==> src/rtl/mes_amp_sin_mc_if.sv <==
// Bus bundle for the multi-channel quadrature sine-amplitude meter.
// The peak-hold signals exist only when MES_AMP_PEAK_HOLD_EN is defined.
interface mes_amp_sin_mc_if #(
    parameter int unsigned M   = 12,
    parameter int unsigned CH  = 4,
    parameter int unsigned CBW = 8
);
    logic                    ce;
    logic [CBW-1:0]          NT;
    logic [CH*(M+1)-1:0]     SIN;
    logic                    we;
    logic                    ce_tact;
    logic                    ce_S1;
    logic                    ce_S2;
    logic                    busy;
    logic                    amp_vld;
    logic [2:0]              amp_ch;
    logic [M:0]              AMP_CH;
    logic [CH*(M+1)-1:0]     AMP_ALL;
    logic                    ovr;
`ifdef MES_AMP_PEAK_HOLD_EN
    logic                    pk_clr;
    logic [CH*(M+1)-1:0]     PEAK_ALL;

    modport master (
        output ce, NT, SIN, we, pk_clr,
        input  ce_tact, ce_S1, ce_S2, busy, amp_vld, amp_ch, AMP_CH, AMP_ALL, ovr, PEAK_ALL
    );
    modport slave (
        input  ce, NT, SIN, we, pk_clr,
        output ce_tact, ce_S1, ce_S2, busy, amp_vld, amp_ch, AMP_CH, AMP_ALL, ovr, PEAK_ALL
    );
`else
    modport master (
        output ce, NT, SIN, we,
        input  ce_tact, ce_S1, ce_S2, busy, amp_vld, amp_ch, AMP_CH, AMP_ALL, ovr
    );
    modport slave (
        input  ce, NT, SIN, we,
        output ce_tact, ce_S1, ce_S2, busy, amp_vld, amp_ch, AMP_CH, AMP_ALL, ovr
    );
`endif
endinterface

==> src/rtl/mes_amp_sin_mc.sv <==
// Multi-channel quadrature sine-amplitude meter with one shared bit-serial square-root engine.
// Optional peak hold per channel is built when MES_AMP_PEAK_HOLD_EN is defined.
module mes_amp_sin_mc #(
    parameter int unsigned M   = 12,
    parameter int unsigned CH  = 4,
    parameter int unsigned ND  = 2,
    parameter int unsigned NS  = 2**M,
    parameter int unsigned CBW = 8
) (
    input logic             clk,
    input logic             rst_n,
    mes_amp_sin_mc_if.slave bus
);
    localparam int unsigned SW = M + 1;
    localparam int unsigned QW = 2 * M + 1;
    localparam int unsigned RW = M + 6;
    localparam int unsigned IW = $clog2(M + 2);

    typedef enum logic [1:0] {StIdle, StLoad, StIter, StStore} state_e;

    logic [CBW-1:0]        cb_tact_q;
    logic                  twe_q;
    logic                  sq_ld_q;
    logic                  ce_tact, ce_s1, ce_s2;
    logic signed [SW-1:0]  s1_q [CH];
    logic signed [SW-1:0]  s2_q [CH];
    logic [M-1:0]          m1 [CH];
    logic [M-1:0]          m2 [CH];
    logic [2*M-1:0]        p1 [CH];
    logic [2*M-1:0]        p2 [CH];
    logic [QW-1:0]         sq [CH];
    logic [QW-1:0]         q_q [CH];

    state_e                state_q, state_d;
    logic [2:0]            ch_q, ch_d;
    logic [IW-1:0]         it_q, it_d;
    logic [QW:0]           rad_q, rad_d;
    logic [RW-1:0]         rem_q, rem_d, rem_sh, rem_nx;
    logic [M:0]            root_q, root_d;
    logic [QW-1:0]         q_sel;
    logic                  start, store, ovr_set;

    logic [SW-1:0]         amp_q [CH];
    logic [SW-1:0]         amp_cur_q;
    logic [2:0]            amp_ch_q;
    logic                  amp_vld_q;
    logic                  ovr_q;
    logic [CH*SW-1:0]      amp_all;

    // Magnitude of a two's-complement sample; -2^M saturates to 2^M-1.
    function automatic logic [M-1:0] mag_f(input logic signed [SW-1:0] s);
        logic [SW-1:0] n;
        n = -s;
        if (!s[M]) return s[M-1:0];
        return n[M] ? {M{1'b1}} : n[M-1:0];
    endfunction

    assign ce_tact     = (cb_tact_q == bus.NT);
    assign ce_s1       = (cb_tact_q == CBW'(ND));
    assign ce_s2       = (cb_tact_q == CBW'(ND) + (bus.NT >> 2));
    assign bus.ce_tact = ce_tact;
    assign bus.ce_S1   = ce_s1;
    assign bus.ce_S2   = ce_s2;

    always_comb begin
        for (int k = 0; k < CH; k++) begin
            m1[k] = mag_f(s1_q[k]);
            m2[k] = mag_f(s2_q[k]);
            p1[k] = m1[k] * m1[k];
            p2[k] = m2[k] * m2[k];
            sq[k] = {1'b0, p1[k]} + {1'b0, p2[k]};
        end
    end

    always_ff @(posedge clk or negedge rst_n) begin
        if (!rst_n) begin
            cb_tact_q <= '0;
            twe_q     <= 1'b0;
            sq_ld_q   <= 1'b0;
            for (int k = 0; k < CH; k++) begin
                s1_q[k] <= '0;
                s2_q[k] <= '0;
                q_q[k]  <= '0;
            end
        end else if (bus.ce) begin
            cb_tact_q <= ce_tact ? CBW'(1) : cb_tact_q + CBW'(1);
            if (ce_tact) twe_q <= bus.we;
            sq_ld_q <= ce_s2;
            for (int k = 0; k < CH; k++) begin
                if (ce_s1) s1_q[k] <= bus.SIN[k*SW +: SW] - SW'(NS);
                if (ce_s2) s2_q[k] <= bus.SIN[k*SW +: SW] - SW'(NS);
                if (sq_ld_q) q_q[k] <= sq[k];
            end
        end
    end

    assign start = sq_ld_q && twe_q;

    // Non-restoring root: signed remainder picks add or subtract for the next digit.
    always_comb begin
        state_d = state_q;
        ch_d    = ch_q;
        it_d    = it_q;
        rad_d   = rad_q;
        rem_d   = rem_q;
        root_d  = root_q;
        store   = 1'b0;
        ovr_set = 1'b0;
        q_sel   = '0;
        for (int k = 0; k < CH; k++) begin
            if (ch_q == 3'(k)) q_sel = q_q[k];
        end
        rem_sh = RW'({rem_q, rad_q[QW:QW-1]});
        rem_nx = rem_q[RW-1] ? rem_sh + RW'({root_q, 2'b11}) : rem_sh - RW'({root_q, 2'b01});
        unique case (state_q)
            StIdle: ch_d = '0;
            StLoad: begin
                rad_d   = {1'b0, q_sel};
                rem_d   = '0;
                root_d  = '0;
                it_d    = '0;
                state_d = StIter;
            end
            StIter: begin
                rem_d  = rem_nx;
                root_d = {root_q[M-1:0], ~rem_nx[RW-1]};
                rad_d  = rad_q << 2;
                it_d   = it_q + IW'(1);
                if (it_q == IW'(M)) state_d = StStore;
            end
            StStore: begin
                store = 1'b1;
                if (ch_q == 3'(CH - 1)) begin
                    state_d = StIdle;
                end else begin
                    ch_d    = ch_q + 3'd1;
                    state_d = StLoad;
                end
            end
            default: state_d = StIdle;
        endcase
        // A new square-sum set always wins; an unfinished pass is abandoned.
        if (start) begin
            ovr_set = (state_q != StIdle);
            store   = 1'b0;
            ch_d    = '0;
            state_d = StLoad;
        end
    end

    always_ff @(posedge clk or negedge rst_n) begin
        if (!rst_n) begin
            state_q   <= StIdle;
            ch_q      <= '0;
            it_q      <= '0;
            rad_q     <= '0;
            rem_q     <= '0;
            root_q    <= '0;
            amp_cur_q <= '0;
            amp_ch_q  <= '0;
            amp_vld_q <= 1'b0;
            ovr_q     <= 1'b0;
            for (int k = 0; k < CH; k++) amp_q[k] <= '0;
        end else if (bus.ce) begin
            state_q   <= state_d;
            ch_q      <= ch_d;
            it_q      <= it_d;
            rad_q     <= rad_d;
            rem_q     <= rem_d;
            root_q    <= root_d;
            amp_vld_q <= store;
            if (ovr_set) ovr_q <= 1'b1;
            if (store) begin
                amp_ch_q  <= ch_q;
                amp_cur_q <= root_q;
                for (int k = 0; k < CH; k++) begin
                    if (ch_q == 3'(k)) amp_q[k] <= root_q;
                end
            end
        end
    end

    always_comb begin
        amp_all = '0;
        for (int k = 0; k < CH; k++) amp_all[k*SW +: SW] = amp_q[k];
    end

    assign bus.AMP_ALL = amp_all;
    assign bus.AMP_CH  = amp_cur_q;
    assign bus.amp_ch  = amp_ch_q;
    assign bus.amp_vld = amp_vld_q;
    assign bus.busy    = (state_q != StIdle);
    assign bus.ovr     = ovr_q;

`ifdef MES_AMP_PEAK_HOLD_EN
    logic [SW-1:0]    pk_q [CH];
    logic [CH*SW-1:0] peak_all;

    always_ff @(posedge clk or negedge rst_n) begin
        if (!rst_n) begin
            for (int k = 0; k < CH; k++) pk_q[k] <= '0;
        end else if (bus.ce) begin
            for (int k = 0; k < CH; k++) begin
                if (store && ch_q == 3'(k) && (bus.pk_clr || root_q > pk_q[k])) begin
                    pk_q[k] <= root_q;
                end else if (bus.pk_clr) begin
                    pk_q[k] <= '0;
                end
            end
        end
    end

    always_comb begin
        peak_all = '0;
        for (int k = 0; k < CH; k++) peak_all[k*SW +: SW] = pk_q[k];
    end

    assign bus.PEAK_ALL = peak_all;
`endif
endmodule

==> src/flat_wrapper.sv <==
// flat-port wrapper written by rule: the top's interface ports become plain ports
module mes_amp_sin_mc_flat 
#(
    parameter int unsigned M   = 12,
    parameter int unsigned CH  = 4,
    parameter int unsigned ND  = 2,
    parameter int unsigned NS  = 2**M,
    parameter int unsigned CBW = 8
)
  (clk, rst_n, bus_ce, bus_NT, bus_SIN, bus_we, bus_ce_tact, bus_ce_S1, bus_ce_S2, bus_busy, bus_amp_vld, bus_amp_ch, bus_AMP_CH, bus_AMP_ALL, bus_ovr);
  mes_amp_sin_mc_if #(.M(M), .CH(CH), .CBW(CBW)) bus_i ();
  input logic clk;
  input logic rst_n;
  input wire logic [$bits(bus_i.ce)-1:0] bus_ce;
  input wire logic [$bits(bus_i.NT)-1:0] bus_NT;
  input wire logic [$bits(bus_i.SIN)-1:0] bus_SIN;
  input wire logic [$bits(bus_i.we)-1:0] bus_we;
  output wire logic [$bits(bus_i.ce_tact)-1:0] bus_ce_tact;
  output wire logic [$bits(bus_i.ce_S1)-1:0] bus_ce_S1;
  output wire logic [$bits(bus_i.ce_S2)-1:0] bus_ce_S2;
  output wire logic [$bits(bus_i.busy)-1:0] bus_busy;
  output wire logic [$bits(bus_i.amp_vld)-1:0] bus_amp_vld;
  output wire logic [$bits(bus_i.amp_ch)-1:0] bus_amp_ch;
  output wire logic [$bits(bus_i.AMP_CH)-1:0] bus_AMP_CH;
  output wire logic [$bits(bus_i.AMP_ALL)-1:0] bus_AMP_ALL;
  output wire logic [$bits(bus_i.ovr)-1:0] bus_ovr;
  assign bus_i.ce = bus_ce;
  assign bus_i.NT = bus_NT;
  assign bus_i.SIN = bus_SIN;
  assign bus_i.we = bus_we;
  assign bus_ce_tact = bus_i.ce_tact;
  assign bus_ce_S1 = bus_i.ce_S1;
  assign bus_ce_S2 = bus_i.ce_S2;
  assign bus_busy = bus_i.busy;
  assign bus_amp_vld = bus_i.amp_vld;
  assign bus_amp_ch = bus_i.amp_ch;
  assign bus_AMP_CH = bus_i.AMP_CH;
  assign bus_AMP_ALL = bus_i.AMP_ALL;
  assign bus_ovr = bus_i.ovr;
  mes_amp_sin_mc #(.M(M), .CH(CH), .ND(ND), .NS(NS), .CBW(CBW)) u_core (.clk(clk), .rst_n(rst_n), .bus(bus_i));
endmodule
==> config.mk <==
export PLATFORM = sky130hd
export DESIGN_NAME = mes_amp_sin_mc_flat
export DESIGN_NICKNAME = d
export VERILOG_FILES = /design/src/rtl/mes_amp_sin_mc_if.sv /design/src/rtl/mes_amp_sin_mc.sv /design/src/flat_wrapper.sv
export SDC_FILE = /design/constraint.sdc
export NUM_CORES = 2
export LEC_CHECK = 0
export BUFFER_PORTS_ARGS = -buffer_cell sky130_fd_sc_hd__buf_2
export CAP_MARGIN = 10
export CORE_ASPECT_RATIO = 0.75
export CORE_UTILIZATION = 35
export CTS_BUF_LIST = sky130_fd_sc_hd__clkbuf_8
export DETAILED_ROUTE_END_ITERATION = 10
export GPL_ROUTABILITY_DRIVEN = 0
export PLACE_DENSITY_LB_ADDON = 0.25
export SLEW_MARGIN = 20
export SYNTH_ARGS = -nofsm -noshare
export SYNTH_HDL_FRONTEND = slang
export SYNTH_SLANG_ARGS = --single-unit
==> constraint.sdc <==
create_clock -name clk -period 7.3 [get_ports clk]
set_clock_uncertainty 0.05 [all_clocks]
set_input_delay 0.73 -clock clk [delete_from_list [all_inputs] [get_ports clk]]
set_output_delay 0.73 -clock clk [all_outputs]
set_load 0.02 [all_outputs]
==> results.sh <==
export IMPL_status="finished with violations"
export IMPL_failed_checks="design-rule violations, negative setup slack"
export IMPL_routed_via_density=4.75
export IMPL_synthCells=5377
export IMPL_ys_top_cells_by_count="inv_1 (1129), fa_1 (796), nand2_1 (589)"
export IMPL_antenna_found_initial=1
export IMPL_fillers=13600
export IMPL_setup_violations=38
export IMPL_worstHoldPathType="primary input to flop"
export IMPL_worst_slack_ns=-0.233
export IMPL_drv_cap=0
export IMPL_yosysTopAreaCellShare_pct=32.2
export IMPL_synth_distinct_cells=95
export IMPL_synth_area_um2=49500
export IMPL_placementRows=119
export IMPL_rsz0062_at_grt="true"
export IMPL_cts_tree="built"
export IMPL_cp_slowest_cell="fa_1"
export IMPL_synth_avg_cell_area_um2=9.21
export IMPL_worst_r2r_path_depth=27
export IMPL_netlist_top_cells_area="fa_1 (32%), dfrtp_1 (18%), ha_1 (12%)"
export IMPL_clockRootBuffer="clkbuf_8"
export IMPL_fp_coreArea_um2=140000
export IMPL_end_kind="flop"
export IMPL_drc_errors=6
export IMPL_post_route_min_period_ns=7.53
export IMPL_slew_viol_final=0
export IMPL_grt_max_degree=146
export IMPL_dp_final_hpwl_um=113000
export IMPL_routedWlPerCell_um=16.6
export IMPL_cp_arrival_ns=8.06
export IMPL_cp_required_ns=7.83
export IMPL_ant_nets=0
export IMPL_yosysWarnings=0
export IMPL_reg2reg_from="u_core.s1_q[13]"
export IMPL_fp_dieW_um=436
export IMPL_r2r_end="u_core.q_q[49]"
export IMPL_clk_insertion_delay_late_ns=0.74
export IMPL_clk_pin_slew_ns=0.07
export IMPL_io_pins=138
export IMPL_cpMostUsedCell="fa_1"
export IMPL_max_freq_ghz=0.133
export IMPL_cts_sinks=349
export IMPL_clock_path_buffers=3
export IMPL_dr_pass1_iters=9
export IMPL_vias=39300
export IMPL_areaGrowthSynthToFinish_pct=28.2
export IMPL_placed_cells_incl_taps=8032
export IMPL_die_y_um=328
export IMPL_grt_pass1_vias=40200
export IMPL_ys_seq_elements=349
export IMPL_yosysMostFrequentCell="inv_1"
export IMPL_nets=7664
export IMPL_ys_flop_type="dfrtp_1"
export IMPL_htreeDepth=3
export IMPL_async_reset_ff_share_pct=100
export IMPL_grt_overflow_total=0
export IMPL_slew_headroom_pct=28.3
export IMPL_layout_drive_gt1_share_pct=30.2
export IMPL_reg2reg_slack_ns=-0.23
export IMPL_critPathMaxFanout=4
export IMPL_routed_wl_um=137000
export IMPL_drt_iter0_drc=1971
export IMPL_dieArea_um2=143000
export IMPL_hold_viol=0
export IMPL_syn_num_nets=6701
export IMPL_tightest_slew_ns=1.08
export IMPL_setup_worst_path_end="u_core.q_q[49]"
export IMPL_globalRouteTotalUtil_pct=19.3
export IMPL_seq_area_frac_synth_pct=17.6
export IMPL_critPathLaunchType="flop"
export IMPL_numCtsBuffers=69
export IMPL_fin_crit_sh_pct=103
export IMPL_cp_slowest_stage_delay_ns=0.54
export IMPL_crit_type="flop to flop"
export IMPL_start_util_pct=35.3
export IMPL_grt_pass1_wl_um=220000
export IMPL_synth_edf_count=0
export IMPL_numPortBuffers=137
export IMPL_yosysTopAreaCell="fa_1"
export IMPL_crit_start="u_core.s1_q[13]"
export IMPL_fin_cells=8266
[layout by cell type, fill, tap and decap left out, types with 81 or more instances in the layout]
master,synthesis,routed
inv_2,18,88
mux2_2,155,153
o21ai_0,195,139
a21oi_1,165,123
xnor2_1,96,81
nor2_1,493,404
nand2_1,589,539
ha_1,464,403
dfrtp_1,349,346
fa_1,796,746
buf_2,22,136
buf_4,3,830
inv_1,1129,1069
[worst min path at each step]
stage | startpoint | endpoint | slack (ns) | depth (start not counted)
after floorplan | rst_n | u_core.bus.AMP_ALL[0] | 0.38 | 0
after CTS | bus_SIN[25] | u_core.s2_q[38] | 0.02 | 2
after global routing | bus_SIN[25] | u_core.s2_q[38] | 0.08 | 2
after detailed placement | u_core.bus.ovr | u_core.bus.ovr | 0.41 | 1
after global placement | u_core.bus.ovr | u_core.bus.ovr | 0.40 | 1
final | bus_SIN[25] | u_core.s2_q[38] | 0.13 | 2
[repair_timing]
| action | CTS | global route |
|---|---|---|
| setup endpoints to repair | 53 | 60 |
| pin swaps | 153 | 244 |
| hold buffers | 1 | 0 |
| hold endpoints to repair | 107 | 0 |
| setup buffers | 48 | 75 |
| gates resized for setup | 324 | 443 |
[worst max-delay path: cells and delay by family (launching register included)]
kind / cells / cell delay (ns)
xor+xnor: 1 / 0.12
simple gates: 5 / 1.65
buf+inv: 5 / 0.29
compound gates: 7 / 1.03
fa+ha+maj: 9 / 3.82
flops: 1 / 0.39
[cell families (layout without fill, tap and decap cells)]
logic type               count (synthesis)  after routing  synth area share, %
flip-flops                             349            349                 17.6
AO/OA/AOI/OAI                          704            704                 9.12
multiplexers                           169            169                 3.83
AND/OR/NAND/NOR                       1397           1397                 12.3
adder cells (fa/ha/maj)               1260           1260                 43.9
XOR/XNOR                               174            174                 3.08
buffers and inverters                 1324           2335                 10.1
other                                    0              3                    0
[flip-flops by register name (all words and copies together), names as in the netlist]
name,cells
u_core.it_q,4
u_core.sq_ld_q,1
u_core.rad_q,26
u_core.root_q,13
u_core.twe_q,1
u_core.bus.ovr,1
u_core.state_q,2
u_core.cb_tact_q,8
u_core.s2_q,52
u_core.rem_q,17
u_core.bus.AMP_CH,13
u_core.bus.amp_vld,1
u_core.ch_q,3
u_core.s1_q,52
u_core.q_q,100
u_core.bus.AMP_ALL,52
u_core.bus.amp_ch,3
[per-stage QoR]
stage / TNS (ns) / utilization [%] / hold WS [ns] / instance area (um^2) / setup slack (ns)
2_1_floorplan: -0.433 / - / 0.384 / 49800 / -0.224
3_3_place_gp: -10.93 / 41.5 / 0.402 / 58300 / -0.376
3_5_place_dp: -14.71 / 41.5 / 0.409 / 58300 / -0.494
4_1_cts: -4.10 / 43.7 / 0.0153 / 61300 / -0.247
5_1_grt: -15.88 / 45.2 / 0.0791 / 63500 / -0.518
6_report: -3.86 / 45.2 / 0.133 / 63500 / -0.233
[final cells by class]
cell class              count  area [um^2]  share of cell area (%)
repair buffers           1050         7970                    12.6
well taps                1875         2350                    3.69
inverters                1166         4430                    6.97
flip-flops and latches    349         8740                    13.8
diodes                      3         7.51                  0.0118
clock buffers              79         1090                    1.71
clock inverters            40          354                   0.558
multi-input cells        3704        38600                    60.7
[routing by layer]
layer,global-route usage [%],wire length [um]
met1,29.7,68700
met2,28.7,59600
met3,3.15,7430
met4,3.19,1650
met5,0,0
Power is left out: the tool's default activity adds up to more than one toggle a clock period on the data nets, which glitch-free logic cannot reach.
